[src/rtl/fetch_pkg.sv]
// fetch_pkg: constants and shared types for the instruction-fetch slice.
// Optional feature macro used by this slice: FETCH_MISALIGN_CHECK_EN
// (misaligned-PC detection with a TRAP state in fetch_unit).
package fetch_pkg;

  localparam int XLEN_DEF = 64;
  localparam int ILEN     = 32;

  localparam logic [ILEN-1:0] NOP_INSTR = 32'h0000_0013;

  typedef enum logic {
    RUN  = 1'b0,
    TRAP = 1'b1
  } fetch_state_e;

  typedef struct packed {
    logic [XLEN_DEF-1:0] pc;
    logic [ILEN-1:0]     instr;
    logic                misaligned;
  } fetch_entry_t;

endpackage

[src/rtl/fetch_unit_if.sv]
// fetch_unit_if: valid/ready handshake carrying {pc, instr} from fetch to decode.
// With FETCH_MISALIGN_CHECK_EN defined an extra out_misaligned flag travels
// alongside the head entry.
interface fetch_unit_if
  import fetch_pkg::*;
#(
  parameter int XLEN = XLEN_DEF
);

  logic            out_valid;
  logic            out_ready;
  logic [ILEN-1:0] out_instr;
  logic [XLEN-1:0] out_pc;
`ifdef FETCH_MISALIGN_CHECK_EN
  logic            out_misaligned;

  modport master (
    output out_valid, out_instr, out_pc, out_misaligned,
    input  out_ready
  );

  modport slave (
    input  out_valid, out_instr, out_pc, out_misaligned,
    output out_ready
  );
`else

  modport master (
    output out_valid, out_instr, out_pc,
    input  out_ready
  );

  modport slave (
    input  out_valid, out_instr, out_pc,
    output out_ready
  );
`endif

endinterface

[src/rtl/fetch_buffer.sv]
// fetch_buffer: small in-order FIFO of fetched entries with synchronous flush.
// The head reads as all-zero whenever the buffer is empty, so downstream never
// sees stale storage contents.
module fetch_buffer
  import fetch_pkg::*;
#(
  parameter int DEPTH = 2
) (
  input  logic                   clk,
  input  logic                   reset,
  input  logic                   flush,
  input  logic                   push,
  input  logic                   pop,
  input  fetch_entry_t           wdata,
  output fetch_entry_t           head,
  output logic [$clog2(DEPTH):0] count
);

  localparam int PTR_W = $clog2(DEPTH);
  localparam int CNT_W = PTR_W + 1;
  localparam logic [CNT_W-1:0] FULL_CNT = CNT_W'(DEPTH);

  fetch_entry_t     mem [DEPTH];
  logic [PTR_W-1:0] rd_ptr;
  logic [PTR_W-1:0] wr_ptr;
  logic             do_push;
  logic             do_pop;

  // Qualify requests: never pop empty, only push when room or a pop frees a slot
  always_comb begin
    do_pop  = pop && (count != '0);
    do_push = push && ((count != FULL_CNT) || do_pop);
  end

  // Pointer and occupancy bookkeeping; flush beats any push/pop in the same cycle
  always_ff @(posedge clk or negedge reset) begin
    if (!reset) begin
      rd_ptr <= '0;
      wr_ptr <= '0;
      count  <= '0;
    end else if (flush) begin
      rd_ptr <= '0;
      wr_ptr <= '0;
      count  <= '0;
    end else begin
      if (do_push) wr_ptr <= wr_ptr + 1'b1;
      if (do_pop)  rd_ptr <= rd_ptr + 1'b1;
      case ({do_push, do_pop})
        2'b10:   count <= count + 1'b1;
        2'b01:   count <= count - 1'b1;
        default: count <= count;
      endcase
    end
  end

  // Entry storage needs no reset because the head is masked while empty
  always_ff @(posedge clk) begin
    if (do_push && !flush) mem[wr_ptr] <= wdata;
  end

  assign head = (count != '0) ? mem[rd_ptr] : '0;

endmodule

[src/rtl/fetch_unit.sv]
// fetch_unit: owns the PC, drives instruction memory every cycle, buffers the
// returned instruction and presents {pc, instr} to decode over valid/ready.
// Redirects flush the buffer and reload the PC.
// Optional feature macro: FETCH_MISALIGN_CHECK_EN (misaligned PC pushes a NOP
// flagged as misaligned and parks the FSM in TRAP until a redirect).
module fetch_unit
  import fetch_pkg::*;
#(
  parameter int              XLEN      = XLEN_DEF,
  parameter logic [XLEN-1:0] RESET_PC  = '0,
  parameter int              BUF_DEPTH = 2
) (
  input  logic            clk,
  input  logic            reset,
  output logic [XLEN-1:0] imem_addr,
  input  logic [ILEN-1:0] imem_instr,
  input  logic            redirect_valid,
  input  logic [XLEN-1:0] redirect_pc,
  fetch_unit_if.master    out_if
);

  localparam int CNT_W = $clog2(BUF_DEPTH) + 1;
  localparam logic [CNT_W-1:0] FULL_CNT = CNT_W'(BUF_DEPTH);

  fetch_state_e     state;
  fetch_state_e     state_next;
  logic [XLEN-1:0]  pc;
  logic [XLEN-1:0]  pc_next;
  logic             push;
  logic             pop;
  logic             flush;
  fetch_entry_t     wr_entry;
  fetch_entry_t     head;
  logic [CNT_W-1:0] count;

  // Arbitrate redirect vs. push and compute the next PC and FSM state
  always_comb begin
    pop            = (count != '0) && out_if.out_ready;
    flush          = redirect_valid;
    push           = 1'b0;
    pc_next        = pc;
    state_next     = state;
    wr_entry       = '0;
    wr_entry.pc    = XLEN_DEF'(pc);
    wr_entry.instr = imem_instr;

    if (redirect_valid) begin
      pc_next    = redirect_pc;
      state_next = RUN;
    end else if ((state == RUN) && ((count != FULL_CNT) || pop)) begin
      push = 1'b1;
`ifdef FETCH_MISALIGN_CHECK_EN
      if (pc[1:0] != 2'b00) begin
        wr_entry.instr      = NOP_INSTR;
        wr_entry.misaligned = 1'b1;
        state_next          = TRAP;
      end else begin
        pc_next = pc + XLEN'(4);
      end
`else
      pc_next = pc + XLEN'(4);
`endif
    end
  end

  // PC and FSM state registers
  always_ff @(posedge clk or negedge reset) begin
    if (!reset) begin
      pc    <= RESET_PC;
      state <= RUN;
    end else begin
      pc    <= pc_next;
      state <= state_next;
    end
  end

  fetch_buffer #(
    .DEPTH (BUF_DEPTH)
  ) u_buffer (
    .clk   (clk),
    .reset (reset),
    .flush (flush),
    .push  (push),
    .pop   (pop),
    .wdata (wr_entry),
    .head  (head),
    .count (count)
  );

  assign imem_addr        = pc;
  assign out_if.out_valid = (count != '0);
  assign out_if.out_instr = head.instr;
  assign out_if.out_pc    = head.pc[XLEN-1:0];

`ifdef FETCH_MISALIGN_CHECK_EN
  assign out_if.out_misaligned = head.misaligned;
`else
  logic unused_misaligned;
  assign unused_misaligned = head.misaligned;
`endif

endmodule

[src/flat_wrapper.sv]
// flat-port wrapper written by rule: the top's interface ports become plain ports
module fetch_unit_flat import fetch_pkg::*;
#(
  parameter int              XLEN      = XLEN_DEF,
  parameter logic [XLEN-1:0] RESET_PC  = '0,
  parameter int              BUF_DEPTH = 2
)
  (clk, reset, imem_addr, imem_instr, redirect_valid, redirect_pc, out_if_out_valid, out_if_out_instr, out_if_out_pc, out_if_out_ready);
  fetch_unit_if #(.XLEN(XLEN)) out_if_i ();
  input  logic clk;
  input  logic reset;
  output logic [XLEN-1:0] imem_addr;
  input  logic [ILEN-1:0] imem_instr;
  input  logic redirect_valid;
  input  logic [XLEN-1:0] redirect_pc;
  output wire logic [$bits(out_if_i.out_valid)-1:0] out_if_out_valid;
  output wire logic [$bits(out_if_i.out_instr)-1:0] out_if_out_instr;
  output wire logic [$bits(out_if_i.out_pc)-1:0] out_if_out_pc;
  input wire logic [$bits(out_if_i.out_ready)-1:0] out_if_out_ready;
  assign out_if_out_valid = out_if_i.out_valid;
  assign out_if_out_instr = out_if_i.out_instr;
  assign out_if_out_pc = out_if_i.out_pc;
  assign out_if_i.out_ready = out_if_out_ready;
  fetch_unit #(.XLEN(XLEN), .RESET_PC(RESET_PC), .BUF_DEPTH(BUF_DEPTH)) u_core (.clk(clk), .reset(reset), .imem_addr(imem_addr), .imem_instr(imem_instr), .redirect_valid(redirect_valid), .redirect_pc(redirect_pc), .out_if(out_if_i));
endmodule
[config.mk]
export PLATFORM = sky130hd
export DESIGN_NAME = fetch_unit_flat
export DESIGN_NICKNAME = d
export VERILOG_FILES = /design/src/rtl/fetch_pkg.sv /design/src/rtl/fetch_unit_if.sv /design/src/rtl/fetch_buffer.sv /design/src/rtl/fetch_unit.sv /design/src/flat_wrapper.sv
export SDC_FILE = /design/constraint.sdc
export NUM_CORES = 1
export LEC_CHECK = 0
export ABC_AREA = 0
export CORE_AREA = 2 2 182 131
export CTS_BUF_LIST = sky130_fd_sc_hd__clkbuf_16
export CTS_CLUSTER_DIAMETER = 80
export DETAILED_ROUTE_END_ITERATION = 8
export DIE_AREA = 0 0 184 133
export HOLD_SLACK_MARGIN = 0.12
export PLACE_DENSITY = 0.79
export REMOVE_ABC_BUFFERS = 1
export SYNTH_ARGS = -nofsm -noshare
export SYNTH_HDL_FRONTEND = slang
export SYNTH_SLANG_ARGS = --single-unit
[constraint.sdc]
create_clock -name clk -period 9.5 [get_ports clk]
set_input_delay 1.9 -clock clk [delete_from_list [all_inputs] [get_ports clk]]
set_output_delay 1.9 -clock clk [all_outputs]
set_load 0.01 [all_outputs]
* After elaboration in Yosys (flattened, before gate mapping)
Memory sizes are Yosys's and may differ from the RTL's.
Cells that the tools add are included.
** Cells by class
- Add/sub/neg operators :: 5
- Equal/unequal tests :: 3
- Reduce and logical (&&, ||, !) cells :: 12
- Mux-type cells :: 13
** Operators with widths (number)
- two-way mux 64 bit :: 2
- two-way mux 97 bit :: 1
- adder 64 x 3 -> 64 bit, second input constant :: 1
- two-way mux 1 bit :: 8
- nonzero test 2 bit :: 4
- logical AND 1 bit :: 4
- case mux 2 bit (2 select lines) :: 1
- nonzero test 3 bit :: 1
- adder 1 bit, second input constant :: 2
- adder 2 x 1 -> 2 bit, second input constant :: 1
- equality test 2 x 1 -> 1 bit, second input constant :: 1
- equality test 2 bit, second input constant :: 1
- logical OR 1 bit :: 2
- two-way mux 2 bit :: 1
- inequality test 2 bit, second input constant :: 1
- subtractor 2 x 1 -> 2 bit, second input constant :: 1
- zero test 1 bit :: 1
** Storage, ports and cells
- Memories :: 1
- Output and inout bits :: 161
- Bits in writable memories :: 192
- Input port bits :: 100
- Bits in registers :: 68
** Memory list
- u_core.u_buffer.mem :: depth 2, bits a word 96, rd ports 1, clocked after memory_dff 0, write ports 1, line fetch_buffer.sv:23 : fetch_entry_t mem [DEPTH];

* Depth between registers and ports, before layout
- Depth after elaboration :: 9
- Depth in mapped cells :: 8
- Mapped depth without buffers :: 6

* Modules after synthesis
From an unflattened synthesis, not the netlist that was laid out.
** Second synthesis, totals
- Cell total of the unflattened synthesis :: 887
- Area, all modules :: 11392.2 µm²
** By module, submodules not included
- fetch_buffer :: cells each 437, instances 1, sequential area each 5925.7 µm², area each 7579.8 µm²
- fetch_unit :: cells each 450, instances 1, sequential area each 1601.5 µm², area each 3812.4 µm²

* Worst setup path after synthesis
OpenSTA, ideal clock, no wires.
- Kind :: input port to flip-flop
- Start point :: input redirect_valid
- End point :: memory u_core.u_buffer.mem[0][0] in the netlist's numbering, enable pin
- Required time :: 8.831 ns
- Arrival time :: 9.054 ns
- Stages :: 4
- Path slack :: -0.223 ns
- Buffers on the path :: 3
- Cells stage by stage :: clkbuf_1 -> clkbuf_1 -> clkbuf_1 -> nor3_1
** On the way
- Word-level cells in the longest chain between the ends :: 5
- Elaborated cells on any way between the ends :: 6
** Ends and longest elaborated chain
- start: declaration :: line flat_wrapper.sv:14 : input logic redirect_valid;
- two-way mux 1 bit :: line fetch_unit.sv:47 : if (redirect_valid) begin
- logical AND 1 bit :: line fetch_buffer.sv:32 : do_push = push && ((count != FULL_CNT) || do_pop);
- logical AND 1 bit (*) :: line fetch_buffer.sv:58 : if (do_push && !flush) mem[wr_ptr] <= wdata;
- two-way mux 1 bit (*) :: line fetch_buffer.sv:58
- two-way mux 1 bit (implied by the code) (*) :: line fetch_buffer.sv:58
- end: declaration :: line fetch_buffer.sv:23
Mark *: on every way between the ends. The rest lies on a longest branch, timed or not.

* Final worst setup path
- Start point :: register u_core.u_buffer.rd_ptr
- End point :: output out_if_out_pc[38]
** On the way
- Word-level cells in the longest chain between the ends :: 2
** Ends and longest elaborated chain
- start: declaration :: line fetch_buffer.sv:24 : logic [PTR_W-1:0] rd_ptr;
- start signal: assignment :: line fetch_buffer.sv:47 : if (do_pop) rd_ptr <= rd_ptr + 1'b1;
- memory read (2 x 96 bit)
- two-way mux 97 bit :: line fetch_buffer.sv:61 : assign head = (count != '0) ? mem[rd_ptr] : '0;
- end: declaration :: line flat_wrapper.sv:18 : output wire logic [$bits(out_if_i.out_pc)-1:0] out_if_out_pc;
No other way between the ends.

==> flow_metrics.env <==
export IMPL_status="completed"
export IMPL_drc=0
export IMPL_port_buffers=260
export IMPL_vias=7958
export IMPL_dpl_hpwl_microns=18600
export IMPL_finClkSkew_ns=0.0213
export IMPL_cp_max_fo=58
export IMPL_synth_top_area_share_pct=51.5
export IMPL_grtUsageMet2_pct=34.8
export IMPL_relSlewSlack_pct=22.2
export IMPL_r2r_start="u_core.imem_addr[10]"
export IMPL_dieArea_sq_um=24500
export IMPL_fp_dieH_microns=133
export IMPL_post_synth_top_area_cell="edfxtp_1"
export IMPL_ctsResizeCount=0
export IMPL_ir_drop_v=0.000144
export IMPL_synth_mux_area_share_pct=9.28
export IMPL_met1_usage_pct=33.5
export IMPL_min_from="u_core.imem_addr[0]"
export IMPL_r2r_end="u_core.imem_addr[58]"
export IMPL_finalSetupTns_ns=0
export IMPL_ys_flop_type="edfxtp_1"
export IMPL_grt_busiest_layer="met2"
export IMPL_synthArstFlopShare_pct=26.2
export IMPL_cts_tree="yes"
export IMPL_maxSlewViolCount=0
export IMPL_gr_total_overflow=0
export IMPL_synth_xor_area_share_pct=3.21
export IMPL_clock_path_buffers=3
export IMPL_ys_seq_area_share_pct=66.7
export IMPL_maxCapViolCount=0
export IMPL_pre_cts_ws_ns=4.44
export IMPL_ctsHtreeMaxLevel=1
export IMPL_clk_latency_ns=0.53
export IMPL_grt_use_total_pct=22.9
export IMPL_synth_compound_area_share_pct=4.22
export IMPL_hold_viol=0
export IMPL_drt_iter0_markers=613
export IMPL_cts_hold_buf=0
export IMPL_grt_pass1_vias=7626
export IMPL_leakage_nw=5.14
export IMPL_ys_top_cells_by_area="edfxtp_1 52%, dfrtp_1 15%, mux2i_1 8.7%"
export IMPL_rsz0062_at_grt="no"
export IMPL_worst_pin_slew_ns=1.17
export IMPL_synth_avg_cell_area_sq_um=12.7
export IMPL_min_period_ns=5.24
export IMPL_antenna_left=0
export IMPL_clk_pin_slew_worst_paths_ns=0.06
export IMPL_rows=47
export IMPL_wl_microns=28500
export IMPL_drive_gt1_share_pct=5.31
export IMPL_vias_per_cell=5.51
export IMPL_cts_made_buffers=26
export IMPL_min_to="u_core.u_buffer.mem[1][32]"
export IMPL_synth_edf_count=192
export IMPL_finalWorstSetupSlack_ns=4.26
export IMPL_post_cts_setup_buffers=0
export IMPL_path_class="reg2out"
export IMPL_post_route_period_util_pct=55.2
export IMPL_syn_to_final_growth_pct=33.3
export IMPL_rrSetupSlack_ns=6.30
export IMPL_antenna_found_initial=2
export IMPL_startpoint_type="flip-flop"
export IMPL_r2r_cells=5
export IMPL_yosys_area_share_adder_pct=0.112
export IMPL_finalSetupViolCount=0
export IMPL_hold_path_cell_count=0
export IMPL_nets=1229
export IMPL_synthCells=878
export IMPL_core_area_sq_um=22900
export IMPL_wire_per_inst_microns=19.7
export IMPL_dr_pass1_iters=5
export IMPL_min_path_type="reg2reg"
export IMPL_synth_top_family_by_area="simple AND/OR/NAND/NOR gates"
export IMPL_end_kind="output pin"
export IMPL_grt_max_degree=98
export IMPL_synth_seq_cells=260
export IMPL_netlist_area_sq_um=11200
export IMPL_cts_sinks=260
export IMPL_max_freq_ghz=0.191
export IMPL_initial_core_util_pct=48.8
export IMPL_synthSimpleGateAreaFrac_pct=14.7
export IMPL_grt_pass1_wl_microns=43700
export IMPL_p_per_area_nw_per_um2=197
export IMPL_cp_required_ns=7.60
export IMPL_synth_warning_count=0
export IMPL_synth_most_common_cell="edfxtp_1"
export IMPL_cts_root_buf="clkbuf_16"
export IMPL_io_pins=261
export IMPL_synthTopCellsByCount="192 x edfxtp_1, 132 x nor2_1, 97 x mux2i_1"
export IMPL_yosysUniqueCellTypes=37
export IMPL_place_gp_congestion=0.795
export IMPL_die_w_microns=184
export IMPL_met3_usage_pct=6.00
export IMPL_arrival_ns=3.34
[critical path, stage by stage, from the launching register on]
cell and delay (ns):
dfrtp_4 0.89, buf_4 0.85, mux2i_1 0.17, nor2_1 0.12
clkdlybuf4s50_1 0.61
[cell families after synthesis]
family          after synthesis
buf+inv                      52
compound gates               78
xor+xnor                     41
fa+ha+maj                     1
mux                         103
simple gates                343
flops                       260
[through the flow]
step	util (%)	hold WS (ns)	cells	cell area [sq um]	power, W
floorplan	-	0.520	833	11000	0.00167
global placement	61.3	0.478	1394	14100	0.00194
detailed placement	61.3	0.490	1394	14100	0.00195
CTS	65.0	0.498	1442	14900	0.00297
global route	65.0	0.507	1443	14900	0.00306
finish	65.0	0.495	1443	14900	0.00294
[routing by layer]
metal | share of wire (%) | wire length, microns | vias to the layer above
li1 | - | - | 3772
met2 | 45 | 12700 | 298
met5 | 0.046 | 13 | -
met1 | 45 | 12800 | 3837
met4 | 2.2 | 612 | 2
met3 | 8.1 | 2300 | 49
[registers in the layout (all words and copies together), names as in the netlist]
| signal | flops |
|---|---|
| u_core.u_buffer.wr_ptr | 1 |
| u_core.u_buffer.count | 2 |
| u_core.u_buffer.mem | 192 |
| u_core.u_buffer.rd_ptr | 1 |
| u_core.imem_addr | 64 |
[how the worst max path moves through the flow]
stage                                 to  slack, ns                   start  cells past startpoint
3_3_place_gp        u_core.imem_addr[62]       4.50        out_if_out_ready                      6
6_report               out_if_out_pc[38]       4.26  u_core.u_buffer.rd_ptr                      4
3_5_place_dp        u_core.imem_addr[58]       4.44        out_if_out_ready                      6
5_1_grt                out_if_out_pc[38]       4.06  u_core.u_buffer.rd_ptr                      4
2_1_floorplan  u_core.u_buffer.mem[0][0]       0.28          redirect_valid                      1
4_1_cts                out_if_out_pc[20]       4.23  u_core.u_buffer.rd_ptr                      4
[where the power goes]
group | leakage, nW | total (W) | internal [W] | switching (W)
logic | 2.10 | 0.000509 | 0.000266 | 0.000243
registers | 2.60 | 0.00142 | 0.00133 | 0.0000852
clock network | 0.432 | 0.00101 | 0.000593 | 0.000421
[layout by cell type, fill, tap and decap left out, drive strengths merged, types with 4 or more instances in the layout]
master,synthesis,layout
nand3,36,36
o21ai,38,38
o31ai,14,14
xnor2,13,13
or4,23,23
nand2,71,71
nand4,25,25
nor2,132,132
dfrtp,68,68
xor2,28,28
mux2i,97,97
nor2b,5,5
inv,7,12
mux2,6,6
nor4,16,16
or3,4,4
buf,15,9
edfxtp,192,192
clkbuf,30,27
and4,5,5
clkdlybuf4s50,0,258
a31oi,17,17
clkinv,0,12
and3,9,9
nor3,9,9
[layout make-up]
cell class	instances	area [sq um]
Fill cell	1715	8020
Sequential cell	260	7470
Multi-Input combinational cell	566	3550
Timing Repair Buffer	267	2650
Clock buffer	27	676
Tap cell	294	368
Clock inverter	21	168
Inverter	7	26.3
Antenna cell	1	2.50
No activity file was read; power rests on OpenSTA's default activity.
==> variant, RTL diff (config.mk and constraints unchanged) <==
Make the reset (`reset`) synchronous in 2 clocked blocks.
--- a/src/rtl/fetch_buffer.sv
+++ b/src/rtl/fetch_buffer.sv
@@ -33,7 +33,7 @@
   end
 
   // Pointer and occupancy bookkeeping; flush beats any push/pop in the same cycle
-  always_ff @(posedge clk or negedge reset) begin
+  always_ff @(posedge clk) begin
     if (!reset) begin
       rd_ptr <= '0;
       wr_ptr <= '0;
--- a/src/rtl/fetch_unit.sv
+++ b/src/rtl/fetch_unit.sv
@@ -64,7 +64,7 @@
   end
 
   // PC and FSM state registers
-  always_ff @(posedge clk or negedge reset) begin
+  always_ff @(posedge clk) begin
     if (!reset) begin
       pc    <= RESET_PC;
       state <= RUN;
Formal check against the unedited RTL: differs if reset is asserted again (counterexample within 4 cycles, from zero or initial values and one cycle with reset low); with reset held inactive, the same outputs for 4 cycles.
==> variant against the original RTL <==
- routed wire length is 1.6% higher
- setup slack better by 19 ps
- sequential cell count is 1 higher
- cell area is 0.50% lower
- synthesized area hardly changed
- clock power is 5% lower
- final cell count is 1.2% higher
- power is 12% lower
- combinational power is 44% lower
- largest power group unchanged
==> variant: results <==
[logic_synthesis]
synth_seq_area_share = 0.639
synth.area.top_cells = edfxtp_1, dfxtp_1, mux2i_1, nor2_1, o21ai_0
synth.distinct_cells = 54
ys_async_sr_fraction = 0
netlist_top_cells_count = edfxtp_1, nor2_1, mux2i_1

[pwr]
p_leak_nw = 4.99
ir_drop_mv = 0.118

[clocking]
clockBufferDepth = 3
cts_buffers = 26
cts.root.buffer_cell = clkbuf_16
clk_pin_slew_ps = 70
h-tree-depth = 1

[worst_hold_path]
worstHoldPathType = register to register

[global_routing]
grt_antenna_before_repair = 0
grt_pass1_wl_mm = 43.9
grt_usage = 0.230
grt_max_degree = 85
grt_pass1_vias = 7699

[outcome]
status = finished, final reports clean

[sta]
relSlewSlack = 0.303
skew_ps = 26.5

[worst_setup_path]
critPathMaxFanout = 57
critPathArrivalTime_ps = 3320

[layout]
nFillCells = 1717
largest_register_ffs = 192
fin_nets = 1248
n_antenna_cell = 0
drive_above_1_share = 0.0592

[placement]
dp_hpwl_mm = 19.1
globalplace.congestion = 0.788
placed_cell_area_mm2 = 0.0140
port_buffers = 260

[drt]
first_pass_iters = 5
drtIter0Drc = 600
routed_wl_mm = 28.9
avgViaCountPerCell = 5.69
variant: cell count changes after synthesis, moves of 15 or more:
cell	delta
nor2_1	-18
nand3_1	-15
or4_1	-17
nand2_1	-38
xor2_1	-18
dfxtp_1	+69
nor3_1	+20
a21oi_1	+16
dfrtp_1	-68
variant: logic make-up (layout without fill, tap and decap cells):
logic type / after synthesis / count (layout) / synth area share
buf+inv: 70 / 333 / 0.0259
mux: 100 / 100 / 0.0894
flops: 261 / 261 / 0.639
xor+xnor: 28 / 28 / 0.0219
compound gates: 119 / 119 / 0.0708
simple gates: 323 / 323 / 0.151
fa+ha+maj: 2 / 2 / 0.00224
variant: report_power, final:
part           switching (mW)  internal (mW)
Clock                   0.432          0.531
Combinational           0.136          0.150
Sequential             0.0524           1.29
variant: worst max-delay path, cell delays in order (launching register included):
cell	delay, ps
dfxtp_4	840
buf_4	860
mux2i_1	270
nor2_1	140
clkdlybuf4s50_1	540
variant: metrics by stage:
stage	instances	hold WS (ps)	setup WS, ps
final	1460	502	4280
after global routing	1460	522	4120
after CTS	1460	504	4290
after detailed placement	1412	477	4840
after global placement	1412	468	4860
after floorplan	849	475	2770
variant: final timing paths:
| kind | startpoint | end | slack [ps] | cells after the start |
|---|---|---|---|---|
| setup / recovery | register | out_if_out_pc[25] | 4280 | 4 |
| hold / removal | u_core.imem_addr[1] | u_core.u_buffer.mem[0][33] | 500 | 0 |
| setup reg to reg | u_core.imem_addr[16] | u_core.imem_addr[63] | 6340 | 5 |
| hold reg to reg | u_core.imem_addr[1] | u_core.u_buffer.mem[0][33] | 500 | 0 |
variant: area by class of cell:
class,count,area [µm²],share of cell area
tap,294,368,0.0248
timing repair buffer,269,2660,0.179
sequential,261,7150,0.482
inverter,16,60.1,0.00405
clock inverter,22,159,0.0107
clock buffer,26,651,0.0439
multi-input combinational,572,3790,0.255
variant: routing by layer:
metal,global-route usage,part of all wire,vias up
met5,0,0,-
met4,0.0427,0.015,0
met3,0.0440,0.081,31
met2,0.339,0.43,352
met1,0.357,0.47,4060
li1,-,-,3867
